`src/rtl/life_board_if.sv`:
```
// Command/status bundle between the game controller (master) and the board engine (slave).
interface life_board_if;
    logic        restart;
    logic        load_data;
    logic        data_in;
    logic        read_data;
    logic        write_out;
    logic        data_out;
    logic        data_valid;
    logic        busy;
    logic        gen_done;
    logic [14:0] gen_count;
    logic        lose_sig;

    modport master (
        output restart, load_data, data_in, read_data, write_out,
        input  data_out, data_valid, busy, gen_done, gen_count, lose_sig
    );

    modport slave (
        input  restart, load_data, data_in, read_data, write_out,
        output data_out, data_valid, busy, gen_done, gen_count, lose_sig
    );
endinterface

```
`src/rtl/life_board_engine.sv`:
```
// Toroidal Game-of-Life board: serial load, one-row-per-cycle generation step,
// serial dump, with generation counter and sticky lose detection.
module life_board_engine #(
    parameter int ROWS = 8,
    parameter int COLS = 8
) (
    input  logic         clka,
    input  logic         rst_n,
    life_board_if.slave  bus
);
    localparam int N    = ROWS * COLS;
    localparam int IDXW = $clog2(N + 1);
    localparam int ROWW = $clog2(ROWS);
    localparam int SHW  = (ROWS - 1) * COLS;

    localparam logic [1:0] IDLE = 2'd0;
    localparam logic [1:0] LOAD = 2'd1;
    localparam logic [1:0] STEP = 2'd2;
    localparam logic [1:0] DUMP = 2'd3;

    logic [1:0]      state_r;
    logic [N-1:0]    board_r;
    logic [SHW-1:0]  shadow_r;
    logic [IDXW-1:0] idx_r;
    logic [ROWW-1:0] row_r;
    logic            prev_read_r;
    logic            prev_write_r;
    logic            data_out_r;
    logic            data_valid_r;
    logic            busy_r;
    logic            gen_done_r;
    logic [14:0]     gen_count_r;
    logic            lose_r;

    logic [ROWW-1:0] row_up_s;
    logic [ROWW-1:0] row_dn_s;
    logic [COLS-1:0] new_row_s;
    logic [N-1:0]    merged_s;
    logic            read_edge_s;
    logic            write_edge_s;
    logic            cell_s;
    logic [14:0]     gen_next_s;

    function automatic logic [COLS-1:0] row_of(input logic [N-1:0] b, input logic [ROWW-1:0] r);
        logic [COLS-1:0] res;
        res = {COLS{1'b0}};
        for (int i = 0; i < ROWS; i++) begin
            res = (r == ROWW'(i)) ? b[i*COLS +: COLS] : res;
        end
        return res;
    endfunction

    function automatic logic cell_of(input logic [N-1:0] b, input logic [IDXW-1:0] k);
        logic res;
        res = 1'b0;
        for (int i = 0; i < N; i++) begin
            res = (k == IDXW'(i)) ? b[i] : res;
        end
        return res;
    endfunction

    // B3/S23 applied to one row given its vertical neighbours; columns wrap.
    function automatic logic [COLS-1:0] next_row(input logic [COLS-1:0] up,
                                                 input logic [COLS-1:0] cur,
                                                 input logic [COLS-1:0] dn);
        logic [COLS-1:0] res;
        logic [3:0]      cnt;
        int              cl;
        int              cr;
        for (int c = 0; c < COLS; c++) begin
            cl = (c == 0) ? COLS - 1 : c - 1;
            cr = (c == COLS - 1) ? 0 : c + 1;
            cnt = {3'b000, up[cl]} + {3'b000, up[c]} + {3'b000, up[cr]}
                + {3'b000, cur[cl]} + {3'b000, cur[cr]}
                + {3'b000, dn[cl]} + {3'b000, dn[c]} + {3'b000, dn[cr]};
            res[c] = (cnt == 4'd3) | (cur[c] & (cnt == 4'd2));
        end
        return res;
    endfunction

    assign row_up_s     = (row_r == ROWW'(0)) ? ROWW'(ROWS - 1) : row_r - ROWW'(1);
    assign row_dn_s     = (row_r == ROWW'(ROWS - 1)) ? ROWW'(0) : row_r + ROWW'(1);
    assign new_row_s    = next_row(row_of(board_r, row_up_s), row_of(board_r, row_r),
                                   row_of(board_r, row_dn_s));
    assign merged_s     = {new_row_s, shadow_r};
    assign read_edge_s  = bus.read_data & ~prev_read_r;
    assign write_edge_s = bus.write_out & ~prev_write_r;
    assign cell_s       = cell_of(board_r, idx_r);
    assign gen_next_s   = (gen_count_r == 15'h7FFF) ? gen_count_r : gen_count_r + 15'd1;

    // Edge-detect history, sampled every cycle regardless of state or restart.
    always_ff @(posedge clka or negedge rst_n) begin
        if (!rst_n) begin
            prev_read_r  <= 1'b0;
            prev_write_r <= 1'b0;
        end else begin
            prev_read_r  <= bus.read_data;
            prev_write_r <= bus.write_out;
        end
    end

    // Main state machine, board storage and registered status outputs.
    always_ff @(posedge clka or negedge rst_n) begin
        if (!rst_n) begin
            state_r      <= IDLE;
            board_r      <= {N{1'b0}};
            shadow_r     <= {SHW{1'b0}};
            idx_r        <= {IDXW{1'b0}};
            row_r        <= {ROWW{1'b0}};
            data_out_r   <= 1'b0;
            data_valid_r <= 1'b0;
            busy_r       <= 1'b0;
            gen_done_r   <= 1'b0;
            gen_count_r  <= 15'd0;
            lose_r       <= 1'b0;
        end else if (bus.restart) begin
            state_r      <= IDLE;
            board_r      <= {N{1'b0}};
            shadow_r     <= {SHW{1'b0}};
            idx_r        <= {IDXW{1'b0}};
            row_r        <= {ROWW{1'b0}};
            data_out_r   <= 1'b0;
            data_valid_r <= 1'b0;
            busy_r       <= 1'b0;
            gen_done_r   <= 1'b0;
            gen_count_r  <= 15'd0;
            lose_r       <= 1'b0;
        end else begin
            gen_done_r <= 1'b0;
            case (state_r)
                IDLE: begin
                    if (bus.load_data) begin
                        board_r[0] <= bus.data_in;
                        lose_r     <= 1'b0;
                        if (N > 1) begin
                            idx_r   <= IDXW'(1);
                            state_r <= LOAD;
                            busy_r  <= 1'b1;
                        end else begin
                            idx_r   <= {IDXW{1'b0}};
                            state_r <= IDLE;
                            busy_r  <= 1'b0;
                        end
                    end else if (read_edge_s) begin
                        row_r   <= {ROWW{1'b0}};
                        state_r <= STEP;
                        busy_r  <= 1'b1;
                    end else if (write_edge_s) begin
                        // Cell 0 goes out on entry so cell k lands k cycles later.
                        data_out_r   <= board_r[0];
                        data_valid_r <= 1'b1;
                        idx_r        <= IDXW'(1);
                        state_r      <= DUMP;
                        busy_r       <= 1'b1;
                    end else begin
                        state_r <= IDLE;
                        busy_r  <= 1'b0;
                    end
                end
                LOAD: begin
                    if (bus.load_data) begin
                        for (int i = 0; i < N; i++) begin
                            if (idx_r == IDXW'(i)) begin
                                board_r[i] <= bus.data_in;
                            end
                        end
                        if (idx_r == IDXW'(N - 1)) begin
                            idx_r   <= {IDXW{1'b0}};
                            state_r <= IDLE;
                            busy_r  <= 1'b0;
                        end else begin
                            idx_r <= idx_r + IDXW'(1);
                        end
                    end else begin
                        idx_r <= idx_r;
                    end
                end
                STEP: begin
                    for (int i = 0; i < ROWS - 1; i++) begin
                        if (row_r == ROWW'(i)) begin
                            shadow_r[i*COLS +: COLS] <= new_row_s;
                        end
                    end
                    if (row_r == ROWW'(ROWS - 1)) begin
                        board_r     <= merged_s;
                        gen_done_r  <= 1'b1;
                        gen_count_r <= gen_next_s;
                        lose_r      <= lose_r | (merged_s == {N{1'b0}}) | (merged_s == board_r);
                        row_r       <= {ROWW{1'b0}};
                        state_r     <= IDLE;
                        busy_r      <= 1'b0;
                    end else begin
                        row_r <= row_r + ROWW'(1);
                    end
                end
                DUMP: begin
                    if (idx_r == IDXW'(N)) begin
                        data_out_r   <= 1'b0;
                        data_valid_r <= 1'b0;
                        idx_r        <= {IDXW{1'b0}};
                        state_r      <= IDLE;
                        busy_r       <= 1'b0;
                    end else begin
                        data_out_r <= cell_s;
                        idx_r      <= idx_r + IDXW'(1);
                    end
                end
                default: begin
                    state_r <= IDLE;
                    busy_r  <= 1'b0;
                end
            endcase
        end
    end

    assign bus.data_out   = data_out_r;
    assign bus.data_valid = data_valid_r;
    assign bus.busy       = busy_r;
    assign bus.gen_done   = gen_done_r;
    assign bus.gen_count  = gen_count_r;
    assign bus.lose_sig   = lose_r;
endmodule

```
`src/flat_wrapper.sv`:
```
// flat-port wrapper written by rule: the top's interface ports become plain ports
module life_board_engine_flat 
#(
    parameter int ROWS = 8,
    parameter int COLS = 8
)
  (clka, rst_n, bus_restart, bus_load_data, bus_data_in, bus_read_data, bus_write_out, bus_data_out, bus_data_valid, bus_busy, bus_gen_done, bus_gen_count, bus_lose_sig);
  life_board_if bus_i ();
  input  logic clka;
  input  logic rst_n;
  input wire logic [$bits(bus_i.restart)-1:0] bus_restart;
  input wire logic [$bits(bus_i.load_data)-1:0] bus_load_data;
  input wire logic [$bits(bus_i.data_in)-1:0] bus_data_in;
  input wire logic [$bits(bus_i.read_data)-1:0] bus_read_data;
  input wire logic [$bits(bus_i.write_out)-1:0] bus_write_out;
  output wire logic [$bits(bus_i.data_out)-1:0] bus_data_out;
  output wire logic [$bits(bus_i.data_valid)-1:0] bus_data_valid;
  output wire logic [$bits(bus_i.busy)-1:0] bus_busy;
  output wire logic [$bits(bus_i.gen_done)-1:0] bus_gen_done;
  output wire logic [$bits(bus_i.gen_count)-1:0] bus_gen_count;
  output wire logic [$bits(bus_i.lose_sig)-1:0] bus_lose_sig;
  assign bus_i.restart = bus_restart;
  assign bus_i.load_data = bus_load_data;
  assign bus_i.data_in = bus_data_in;
  assign bus_i.read_data = bus_read_data;
  assign bus_i.write_out = bus_write_out;
  assign bus_data_out = bus_i.data_out;
  assign bus_data_valid = bus_i.data_valid;
  assign bus_busy = bus_i.busy;
  assign bus_gen_done = bus_i.gen_done;
  assign bus_gen_count = bus_i.gen_count;
  assign bus_lose_sig = bus_i.lose_sig;
  life_board_engine #(.ROWS(ROWS), .COLS(COLS)) u_core (.clka(clka), .rst_n(rst_n), .bus(bus_i));
endmodule
```
`config.mk`:
```
export PLATFORM = sky130hd
export DESIGN_NAME = life_board_engine_flat
export DESIGN_NICKNAME = d
export VERILOG_FILES = /design/src/rtl/life_board_if.sv /design/src/rtl/life_board_engine.sv /design/src/flat_wrapper.sv
export SDC_FILE = /design/constraint.sdc
export NUM_CORES = 1
export LEC_CHECK = 0
export ABC_AREA = 1
export CAP_MARGIN = 10
export CORE_UTILIZATION = 45
export DETAILED_ROUTE_END_ITERATION = 10
export HOLD_SLACK_MARGIN = 0.08
export PLACE_DENSITY_LB_ADDON = 0.1
export SLEW_MARGIN = 20
export SYNTH_ARGS = -nofsm -noshare
export SYNTH_HDL_FRONTEND = slang
export SYNTH_SLANG_ARGS = --single-unit
export TNS_END_PERCENT = 50
```
`constraint.sdc`:
```
create_clock -name clka -period 7.55 [get_ports clka]
set_input_delay 1.51 -clock clka [delete_from_list [all_inputs] [get_ports clka]]
set_output_delay 1.51 -clock clka [all_outputs]
set_load 0.05 [all_outputs]
```
==> qor.csv <==
stage;metric;value;unit
worst_setup_path;R2R Setup Slk;700;ps
yosys;area leader, netlist;dfrtp_1;
route;DRC viols;10;
worst_setup_path;RR Startpoint;u_core.row_r[0];
place;Post-DP HPWL;33.49;mm
yosys;Cells after Synth;1701;
floorplan;die area;27440;um^2
worst_setup_path;CP peak stage delay;690;ps
floorplan;Die Height;165.7;um
sta;final setup fails;0;
grt;largest net degree at the start of global routing;85;
cts;Post-CTS Hold Buffers;0;
floorplan;I/O pins;27;
cts;post-CTS setup buffer count;0;
run;Max Cap Viol;0;
sta;Hold Violations, Final;0;
place;IO buf count;26;
yosys;synth top area cells;dfrtp_1 (32%), o21ai_0 (11%), nand2_1 (9.5%);
place;Post-Place Cell Area;12800;um^2
pwr;combinational power share;0.589;
pwr;NetSw;2.849;mW
worst_setup_path;R2R cell count;29;
floorplan;area of the core;26130;um^2
worst_setup_path;Worst setup EP type;flop;
pwr;Internal Dissipation;2.605;mW
cts;CTS root buf;clkbuf_16;
grt;global-route wire length before repair;70.95;mm
cts;Num CTS Buffers;17;
status;status;finished with violations;
status;failing checks;DRC;
cts;CTS tree;yes;
grt;antenna violations before repair;0;
grt;GRT overflow;0;
final_layout;Area Overhead vs Synth;11.29;%
pwr;Clock power frac;0.167;
yosys;Seq/Total Area, Yosys;0.3197;
route;1st-iter DRT viols;1102;
min_path;Hold WC Path Type;reg2reg;
final_layout;final net count;1811;
final_layout;# diodes;0;
pwr;Switching Fraction;0.5224;
sta;final worst path period share;0.9066;
sta;Layout Skew;17.10;ps
min_path;hold wc startpoint;u_core.bus.busy;
route;final wirelength;45.55;mm
floorplan;Horiz. Die Dim;165.7;um
yosys;Synth top area share;0.3197;
yosys;Post-synth EDFFs;0;
worst_setup_path;reg-to-reg critical path endpoint;u_core.bus.lose_sig;
pwr;Flop pwr share;0.244;
pwr;overall power;5.455;mW
yosys;Syn Nets;1781;
sta;maximum clock rate;0.1461;GHz
yosys;post-synthesis cell area;12050;um^2
sta;max-slew violations;0;
route;routed len/inst;21.91;um
cts;Longest Clk Path Bufs;2;
worst_setup_path;Worst Path Required;7900;ps
pwr;Cell Pwr Density;406.7;nW/um^2
final_layout;most frequent cells in the layout;nand2_1 (305), inv_1 (288), o21ai_0 (259);
sta;TNS Setup;0;ps
final_layout;most common cell after layout, fill and taps aside;nand2_1;
worst_setup_path;CP Class;reg2reg;
place;final weighted congestion in routability-driven placement;0.9781;
sta;unrepaired setup endpoints after global routing;false;
floorplan;row cnt;59;
sta;minimum clock period;6845;ps
final_layout;share of cells above drive strength 1;0.05849;
cts;deepest level of the CTS H-tree;4;
worst_setup_path;most frequent CP cell;inv_1;
pwr;LEAKAGE;6.051;nW
grt;number of global-route vias before repair;11790;
floorplan;Initial Util;0.4612;
yosys;Avg Inst Size Synth;7.086;um^2
route;DR vias/cell;5.810;
route;vias;12080;
yosys;synth unique cells;47;
worst_setup_path;CP startpoint kind;flop;
cts;Reg clk slew, reported paths;70;ps
route;Routed Antenna Nets;0;
yosys;Synth Warn #;0;
worst_setup_path;Worst Setup SP;u_core.row_r[0];
sta;Max-slew headroom;0.3428;
yosys;Async SR Flop Fraction;1.000;
pwr;VDD IR-drop max;0.3396;mV
yosys;Yosys reg bits;154;
route;TritonRoute pass-1 iters;9;
cts;Clk Latency, worst-skew pair;440;ps
sta;WHS;511.5;ps
final_layout;fin area;13410;um^2
worst_setup_path;Arrival @ worst endpoint;7190;ps
sta;Worst-Margin Slew;979.2;ps
worst_setup_path;critical path's slowest cell;nor2_1;
worst_setup_path;Critical Path End;u_core.bus.lose_sig;
yosys;Synth Flop Type;dfrtp_1;
grt;GRT Total Usage;0.3415;
worst_setup_path;crit path max fanout;12;
cts;CTS sink cnt;154;
timing repair:
action,4_1_cts,5_1_grt
setup endpoints to repair,0,1
resized for setup,0,1
hold endpoints to repair,0,0
stage by stage:
| stage | util | setup WS (ps) | instances |
|---|---|---|---|
| floorplan | - | 1743 | 1701 |
| global placement | 0.4900 | 838.9 | 2047 |
| detailed placement | 0.4900 | 730.6 | 2047 |
| CTS | 0.5131 | 715.1 | 2079 |
| global route | 0.5133 | 81.24 | 2079 |
| finish | 0.5133 | 704.9 | 2079 |
registers in the layout, summed over array words and instances, names as in the netlist:
signal / count
u_core.board_r: 64
u_core.bus.lose_sig: 1
u_core.prev_write_r: 1
u_core.bus.busy: 1
u_core.bus.data_valid: 1
u_core.row_r: 3
u_core.state_r: 2
u_core.shadow_r: 56
u_core.bus.gen_done: 1
u_core.prev_read_r: 1
u_core.idx_r: 7
u_core.bus.gen_count: 15
u_core.bus.data_out: 1
worst max-delay path: cells and delay by family, from the launching register on:
kind	cells	cell delay, ps
AO/OA/AOI/OAI	8	1650
buffers and inverters	6	460
flip-flops	1	480
AND/OR/NAND/NOR	9	2130
adder cells (fa/ha/maj)	6	2040
worst min-delay path by stage:
stage | depth (start not counted) | slack, ps | to
after floorplan | 2 | 490 | u_core.board_r[12]
after global placement | 2 | 500 | u_core.bus.busy
after detailed placement | 2 | 500 | u_core.bus.busy
after CTS | 2 | 520 | u_core.bus.busy
after global routing | 2 | 570 | u_core.bus.gen_count[14]
final | 2 | 510 | u_core.bus.busy
Yosys cell counts, types with 2 or more instances:
library cell / n
nand3_1: 62
o21ai_1: 3
nand2_1: 305
nor2_1: 147
a21oi_1: 67
a221o_1: 8
fa_1: 32
clkinv_1: 3
dfrtp_1: 154
xor2_1: 32
clkbuf_1: 46
nand2_2: 4
o21ai_0: 259
ha_1: 41
xnor2_1: 12
inv_1: 288
a211oi_1: 16
inv_2: 7
o221ai_1: 14
nand4_1: 23
a221oi_1: 4
o211ai_1: 22
o22ai_1: 20
or2_2: 6
o2111ai_1: 3
nor3_1: 39
a31oi_1: 16
a22oi_1: 14
nor3b_1: 5
nor4_1: 18
mux2_2: 12
o21a_1: 2
nor2_2: 3
power groups by stage:
stage                     clock (mW)  sequential (mW)  combinational, mW
after floorplan                    0             1.24               2.02
final                          0.912             1.33               3.21
after detailed placement           0             1.33               3.21
after global placement             0             1.33               3.14
after global routing           0.949             1.35               3.65
after CTS                      0.920             1.31               3.23
cells by family (layout without fill, tap and decap cells):
logic type / Yosys count / count (layout) / share of synthesized area
compound gates: 457 / 457 / 0.2172
fa+ha+maj: 73 / 73 / 0.09571
xor+xnor: 44 / 44 / 0.03197
mux: 12 / 12 / 0.01121
buf+inv: 346 / 389 / 0.1081
flops: 154 / 154 / 0.3197
simple gates: 615 / 615 / 0.2161
layout make-up:
class / instances / area, um^2
fill: 2645 / 12720
multi-input combinational: 1201 / 6909
inverter: 298 / 1119
clock inverter: 14 / 175.2
clock buffer: 18 / 429.2
timing repair buffer: 59 / 509.2
sequential: 154 / 3854
tap: 335 / 419.2
routing by layer:
layer | up-vias | track usage | wire length [um]
li1 | 5735 | - | -
met1 | 5737 | 0.4629 | 20020
met2 | 491 | 0.5346 | 20100
met3 | 117 | 0.05591 | 3270
met4 | 0 | 0.1589 | 2150
met5 | - | 0 | 0
Power figures use the tool's default switching activity.
